File: config.mk
export PLATFORM = sky130hd
export DESIGN_NAME = meas_sequencer
export DESIGN_NICKNAME = d
export VERILOG_FILES = /design/src/rtl/meas_sequencer.sv
export SDC_FILE = /design/constraint.sdc
export NUM_CORES = 1
export LEC_CHECK = 0
export ABC_AREA = 1
export CAP_MARGIN = 10
export CORE_UTILIZATION = 30
export DETAILED_ROUTE_END_ITERATION = 6
export GPL_ROUTABILITY_DRIVEN = 1
export RECOVER_POWER = 50
export SLEW_MARGIN = 20
export SYNTH_ARGS = -nofsm -noshare
export SYNTH_HDL_FRONTEND = slang
export SYNTH_SLANG_ARGS = --single-unit
File: constraint.sdc
create_clock -name clk -period 1.65 [get_ports clk]
set_input_delay 0.33 -clock clk [delete_from_list [all_inputs] [get_ports clk]]
set_output_delay 0.33 -clock clk [all_outputs]
set_load 0.03 [all_outputs]
File: src/rtl/meas_sequencer.sv
// meas_sequencer: multi-channel measurement sequencer.
// For every enabled mux channel it programs the range/key register over the
// shared SPI master, runs the sine generator, selects the channel, waits a
// programmable number of generator periods, triggers one ADC read cycle and
// hands both results downstream over a valid/ready port.
//
// Ports
//   clk, rst_n                  system clock, async active-low reset
//   start, abort                sweep request / sweep termination
//   chn_mask, mux_codes         channel enables and per-channel mux codes
//   range_code, keys            register byte contents
//   settle_periods              generator periods to wait per channel
//   reg_data/reg_start/reg_done SPI register-load handshake
//   cs_dac_reg                  chip select (3 none, 2 register, 1 DAC)
//   gen_enable/gen_new_period   sine generator control / period tick
//   mux_chn                     analog mux select
//   adc_start/adc_complete      ADC read cycle handshake, adc_data_1/2 results
//   res_valid/res_ready         result handshake with res_chn, res_data_1/2
//   busy, done, aborted         sweep status
//
// state      | meaning
// -----------+---------------------------------------------------------
// IDLE       | waiting for start
// ARM        | configuration latched, decide empty sweep vs. real sweep
// SET_REG    | reg_start pulse out, register selected
// WAIT_REG   | waiting for SPI completion
// GEN_ON     | generator running, DAC selected; pick first channel
// SEL_CHN    | mux switched with zero settle count, one cycle
// SETTLE     | counting generator periods down to the terminal count
// ADC_START  | adc_start pulse out
// ADC_WAIT   | waiting for adc_complete
// PUSH       | result offered downstream
// GEN_OFF    | generator off, chip select released, mux parked
// DONE       | done pulse out
module meas_sequencer #(
  parameter int NUM_CHN   = 4,
  parameter int MUX_WIDTH = 3,
  parameter int ADC_WIDTH = 24,
  parameter int SETTLE_W  = 4
) (
  input  logic                         clk,
  input  logic                         rst_n,
  input  logic                         start,
  input  logic                         abort,
  input  logic [NUM_CHN-1:0]           chn_mask,
  input  logic [NUM_CHN*MUX_WIDTH-1:0] mux_codes,
  input  logic [2:0]                   range_code,
  input  logic [4:0]                   keys,
  input  logic [SETTLE_W-1:0]          settle_periods,
  output logic [7:0]                   reg_data,
  output logic                         reg_start,
  input  logic                         reg_done,
  output logic [1:0]                   cs_dac_reg,
  output logic                         gen_enable,
  input  logic                         gen_new_period,
  output logic [MUX_WIDTH-1:0]         mux_chn,
  output logic                         adc_start,
  input  logic                         adc_complete,
  input  logic [ADC_WIDTH-1:0]         adc_data_1,
  input  logic [ADC_WIDTH-1:0]         adc_data_2,
  output logic                         res_valid,
  input  logic                         res_ready,
  output logic [2:0]                   res_chn,
  output logic [ADC_WIDTH-1:0]         res_data_1,
  output logic [ADC_WIDTH-1:0]         res_data_2,
  output logic                         busy,
  output logic                         done,
  output logic                         aborted
);

  typedef enum logic [3:0] {
    S_IDLE, S_ARM, S_SET_REG, S_WAIT_REG, S_GEN_ON, S_SEL_CHN,
    S_SETTLE, S_ADC_START, S_ADC_WAIT, S_PUSH, S_GEN_OFF, S_DONE
  } state_t;

  state_t                       state_q, state_d;
  logic [NUM_CHN-1:0]           pend_q, pend_d;
  logic [NUM_CHN*MUX_WIDTH-1:0] codes_q;
  logic [2:0]                   range_q;
  logic [4:0]                   keys_q;
  logic [SETTLE_W-1:0]          settle_q;
  logic [SETTLE_W-1:0]          cnt_q, cnt_d;
  logic [2:0]                   cur_chn_q, cur_chn_d;

  logic [7:0]           reg_data_d;
  logic                 reg_start_d, gen_en_d, adc_start_d, res_valid_d;
  logic                 busy_d, done_d, aborted_d;
  logic [1:0]           cs_d;
  logic [MUX_WIDTH-1:0] mux_d;
  logic                 latch_en, cap_en, do_pick, go_off;

  logic [2:0]         pick_idx;
  logic [NUM_CHN-1:0] pick_bit;

  // lowest-index channel still pending in this sweep
  always_comb begin
    pick_idx = '0;
    pick_bit = '0;
    for (int i = NUM_CHN - 1; i >= 0; i--) begin
      if (pend_q[i]) begin
        pick_idx    = 3'(i);
        pick_bit    = '0;
        pick_bit[i] = 1'b1;
      end
    end
  end

  always_comb begin
    state_d     = state_q;
    pend_d      = pend_q;
    cnt_d       = cnt_q;
    cur_chn_d   = cur_chn_q;
    reg_data_d  = reg_data;
    reg_start_d = 1'b0;
    cs_d        = cs_dac_reg;
    gen_en_d    = gen_enable;
    mux_d       = mux_chn;
    adc_start_d = 1'b0;
    res_valid_d = res_valid;
    busy_d      = busy;
    done_d      = 1'b0;
    aborted_d   = aborted;
    latch_en    = 1'b0;
    cap_en      = 1'b0;
    do_pick     = 1'b0;
    go_off      = 1'b0;

    case (state_q)
      S_IDLE: begin
        if (start && !abort) begin
          latch_en  = 1'b1;
          aborted_d = 1'b0;
          state_d   = S_ARM;
        end
      end
      S_ARM: begin
        if (pend_q == '0) begin
          state_d = S_DONE;
          done_d  = 1'b1;
        end else begin
          state_d     = S_SET_REG;
          busy_d      = 1'b1;
          cs_d        = 2'd2;
          reg_data_d  = {range_q, keys_q};
          reg_start_d = 1'b1;
        end
      end
      S_SET_REG: state_d = S_WAIT_REG;
      S_WAIT_REG: begin
        if (reg_done) begin
          state_d  = S_GEN_ON;
          cs_d     = 2'd1;
          gen_en_d = 1'b1;
        end
      end
      S_GEN_ON: do_pick = 1'b1;
      S_SEL_CHN: begin
        state_d     = S_ADC_START;
        adc_start_d = 1'b1;
      end
      S_SETTLE: begin
        if (gen_new_period) begin
          if (cnt_q == SETTLE_W'(1)) begin
            state_d     = S_ADC_START;
            adc_start_d = 1'b1;
          end else begin
            cnt_d = cnt_q - SETTLE_W'(1);
          end
        end
      end
      S_ADC_START: state_d = S_ADC_WAIT;
      S_ADC_WAIT: begin
        if (adc_complete) begin
          cap_en  = 1'b1;
          state_d = S_PUSH;
        end
      end
      // res_valid rises one cycle after capture, so the data registers are
      // already stable when it is first seen
      S_PUSH: begin
        if (res_valid && res_ready) begin
          res_valid_d = 1'b0;
          if (pend_q != '0) do_pick = 1'b1;
          else              go_off  = 1'b1;
        end else begin
          res_valid_d = 1'b1;
        end
      end
      S_GEN_OFF: begin
        state_d = S_DONE;
        done_d  = 1'b1;
        busy_d  = 1'b0;
      end
      S_DONE:  state_d = S_IDLE;
      default: state_d = S_IDLE;
    endcase

    if (abort && !(state_q inside {S_IDLE, S_GEN_OFF, S_DONE})) begin
      go_off    = 1'b1;
      aborted_d = 1'b1;
      do_pick   = 1'b0;
      cap_en    = 1'b0;
    end

    // settle periods are counted from the first edge after the mux change
    if (do_pick) begin
      pend_d    = pend_q & ~pick_bit;
      cur_chn_d = pick_idx;
      mux_d     = codes_q[int'(pick_idx) * MUX_WIDTH +: MUX_WIDTH];
      cnt_d     = settle_q;
      state_d   = (settle_q == '0) ? S_SEL_CHN : S_SETTLE;
    end

    if (go_off) begin
      state_d     = S_GEN_OFF;
      gen_en_d    = 1'b0;
      cs_d        = 2'd3;
      mux_d       = '0;
      res_valid_d = 1'b0;
      reg_start_d = 1'b0;
      adc_start_d = 1'b0;
      done_d      = 1'b0;
    end
  end

  always_ff @(posedge clk or negedge rst_n) begin
    if (!rst_n) begin
      state_q    <= S_IDLE;
      pend_q     <= '0;
      codes_q    <= '0;
      range_q    <= '0;
      keys_q     <= '0;
      settle_q   <= '0;
      cnt_q      <= '0;
      cur_chn_q  <= '0;
      reg_data   <= '0;
      reg_start  <= 1'b0;
      cs_dac_reg <= 2'd3;
      gen_enable <= 1'b0;
      mux_chn    <= '0;
      adc_start  <= 1'b0;
      res_valid  <= 1'b0;
      res_chn    <= '0;
      res_data_1 <= '0;
      res_data_2 <= '0;
      busy       <= 1'b0;
      done       <= 1'b0;
      aborted    <= 1'b0;
    end else begin
      state_q    <= state_d;
      cnt_q      <= cnt_d;
      cur_chn_q  <= cur_chn_d;
      reg_data   <= reg_data_d;
      reg_start  <= reg_start_d;
      cs_dac_reg <= cs_d;
      gen_enable <= gen_en_d;
      mux_chn    <= mux_d;
      adc_start  <= adc_start_d;
      res_valid  <= res_valid_d;
      busy       <= busy_d;
      done       <= done_d;
      aborted    <= aborted_d;
      if (latch_en) begin
        pend_q   <= chn_mask;
        codes_q  <= mux_codes;
        range_q  <= range_code;
        keys_q   <= keys;
        settle_q <= settle_periods;
      end else begin
        pend_q   <= pend_d;
      end
      if (cap_en) begin
        res_data_1 <= adc_data_1;
        res_data_2 <= adc_data_2;
        res_chn    <= cur_chn_q;
      end
    end
  end

endmodule

==> results.md <==
- Status: completed
- MaxCap Viol Count: 0
- Leakage: 3.87 nW
- CTS tree: built
- Initial Utilization: 31.0%
- Synth top area cells: dfrtp_1, nand2_1, o21ai_2, inv_1, buf_6
- Count of final setup violators: 0
- Worst EP arrival: 1.87 ns
- Top cells by count, synth: nand2_1, dfrtp_1, inv_1, o21ai_2, nor2_1
- Worst Path Required: 1.92 ns
- Layout cells sized above 1: 21.2%
- Hold EP: cs_dac_reg[1]$_DFFE_PN1P_
- Clk sinks: 108
- Max stage delay on crit path: 0.47 ns
- Mean post-synth cell area: 9.04 um2
- Avg Vias per Cell: 4.38
- Largest net degree at the start of global routing: 56
- Fillers: 1,531
- Via Count: 4,189
- Final Hold Fails: 0
- CORE AREA: 0.0161 mm2
- DP Worst Slack: -0.116 ns
- Critical Path End Type: flip-flop
- Multi-input logic area: 0.00189 mm2
- Hold Crit Class: reg -> reg
- Final WS setup: 0.0466 ns
- Seq/Total Area, Yosys: 54.4%
- H-Tree Depth: 3
- Largest regs: res_data_1 x24, res_data_2 x24, codes_q x12
- DRT iter0 DRCs: 256
- R2R Path End: state_q[0]$_DFFE_PN0P_
- Post-synth top flop: dfrtp_1
- Die ar.: 0.0171 mm2
- DRC: 0
- Final min period: 1.60 ns
- Inserted Diodes: 0
- Asr flop ratio synth: 100%
- Number of global-route vias before repair: 4,120
- Synth warnings: 0
- Post-DP HPWL: 8940 um
- Register Area: 0.00271 mm2
- Gr ovfl total: 0
- Delay-heaviest family, CP: simple AND/OR/NAND/NOR gates
- TritonCTS buffer count: 9
- Initial antenna violation count: 0
- RSZ-0062 raised after global routing: yes
- Worst Skew: 0.00717 ns
- Total placed cells including tap cells: 923
- CP max-delay cell: dfrtp_2
- Reg-to-reg slack, setup: 0.05 ns
- Slew Viols, Final: 0
- Register bit count reported by yosys: 108
- Area delta synth->final: 48.8%
- Ports: 155
- Chip width: 131 um
- Slew of the pin with the lowest slew margin: 0.774 ns
- Post-Layout Inst Area: 0.00740 mm2
- Area leader, netlist: dfrtp_1
- Final std cells w/o fill: 957
- Fmax: 624 MHz
- Final Power: 13.3 mW
- Cell Rows: 46
- Root buf cell: clkbuf_16
- Final GP Congestion: 0.881
- Synthesized area: 0.00497 mm2
- Cell breakdown of the critical path: buf_4 > nand2_1 > nor2_4 > nand3_1 > nand2_2 > nand2_4 > buf_12 > nand2_1 > nand3_1 > o21bai_1
- CP Buf/Inv Count: 2
- Period utilisation layout: 97.2%
- Final core utilization: 46.1%
- Routed Antenna Nets: 0
- WHS Path Cells: 2
- DR WL/cell: 13.2 um
- Fin nets: 822
- DRT Wirelength: 12,600 um
- Number of synthesized flops with an enable pin: 0
- Hold_sp: cs_dac_reg[1]$_DFFE_PN1P_
- Critical path class: reg -> reg
- Cells after synthesis: 550
- Pwr dens: 1790 mW/mm2
- Worst-path fanout max: 10
- Die height: 131 um
- Library cells used by synthesis: 34
- IO buf count: 153
- Peak supply drop: 0.679 mV
- Clock-pin slew of the registers on the worst-case setup and hold paths: 0.07 ns
- First drt pass iteration count: 4
- Slew headroom: 48.4%
- Leading cell type by number of instances after synthesis: nand2_1
- Reg2Reg Launch Point: state_q[3]$_DFFE_PN0P_
- Area of placed instances: 0.00686 mm2
- First-pass GRT wire length: 19,700 um
- Startpoint Class: flip-flop
- Net count after synthesis: 636
- Top-area cell type share of the netlist area: 53.4%
- CTS Buffer Depth: 2
- GRT Total Usage: 15.0%
- Worst-Skew Late Latency: 0.35 ns
- R2R depth: 10
where the power goes:
part	internal, mW	switching (mW)	total (mW)	leakage [nW]
combinational	2.58	3.96	6.54	2.37
clock	1.23	0.972	2.20	0.146
sequential	3.81	0.727	4.54	1.35
total	7.62	5.66	13.3	3.87
worst max-delay path by stage:
stage / from / endpoint / cells past startpoint
after CTS: state_q[0]$_DFFE_PN0P_ / reg_data[1]$_DFFE_PN0P_ / 6
final: state_q[3]$_DFFE_PN0P_ / state_q[0]$_DFFE_PN0P_ / 10
after detailed placement: res_ready / state_q[2]$_DFFE_PN0P_ / 10
after floorplan: state_q[2]$_DFFE_PN0P_ / res_chn[0]$_DFFE_PN0P_ / 7
after global routing: state_q[3]$_DFFE_PN0P_ / res_data_2[18]$_DFFE_PN0P_ / 9
after global placement: res_ready / state_q[2]$_DFFE_PN0P_ / 10
placed cells by master, fill, tap and decap left out, drive strengths merged:
cell           synthesis  final
clkbuf                 3     16
nand4                  3      3
xnor2                  1      1
buf                   17     37
xor2                   1      1
dlygate4sd2            0     70
nor3                   2      2
nor2                  28     28
bufinv                 0      1
dfstp                  2      2
a21oi                  8      8
o21ai                 74     74
ha                     2      2
nand3                 22     22
a22oi                  1      1
nand2                185    185
conb                   1      1
o211ai                 2      2
clkinvlp               0      1
o31ai                  2      2
clkinv                 1      3
o221ai                 1      1
mux2                   8      8
dfrtp                106    106
o21bai                 1      1
inv                   79     80
clkdlybuf4s50          0     82
dlygate4sd3            0      1
worst reg2reg max path: stages, from the launching register on:
cell	delay, ns
dfrtp_2	0.47
buf_4	0.15
nand2_1	0.08
nor2_4	0.13
nand3_1	0.10
nand2_2	0.10
nand2_4	0.09
buf_12	0.15
nand2_1	0.06
nand3_1	0.07
o21bai_1	0.13
through the flow:
step	hold slack (ns)	setup TNS, ns
2_1_floorplan	0.0344	0
3_3_place_gp	0.358	-4.15
3_5_place_dp	0.362	-4.71
4_1_cts	0.468	0
5_1_grt	0.484	-0.730
6_report	0.461	0
cell type report:
cell class                      instances  area share [%]
Sequential cell                       108            36.6
Timing Repair Buffer                  195            25.9
Multi-Input combinational cell        342            25.6
Inverter                               80            4.09
Tap cell                              216            3.65
Clock buffer                           11            3.28
Clock inverter                          5           0.812
metal layers:
metal	global-route usage, %	vias to the layer above	part of all wire [%]
met5	0	-	0
met4	5.88	0	1.8
met3	4.56	14	7.8
met2	24.3	146	46
met1	18.7	1948	44
li1	-	2081	-
logic make-up after synthesis:
group	count (synthesis)	share of synthesized area, %
AO/OA/AOI/OAI	89	13.1
XOR/XNOR	2	0.352
adder cells (fa/ha/maj)	2	0.503
buffers and inverters	100	9.59
flip-flops	108	54.4
multiplexers	8	1.81
other	1	0.0754
AND/OR/NAND/NOR	240	20.1
repair_timing:
action | in CTS | in global routing
cloned | 2 | 3
resized for setup | 81 | 33
pin swaps | 3 | 6
setup buffers | 7 | 5
endpoints found under the hold margin | 52 | 0
setup endpoints to repair | 110 | 59
hold buffers | 1 | 0
Power figures use the tool's default switching activity.
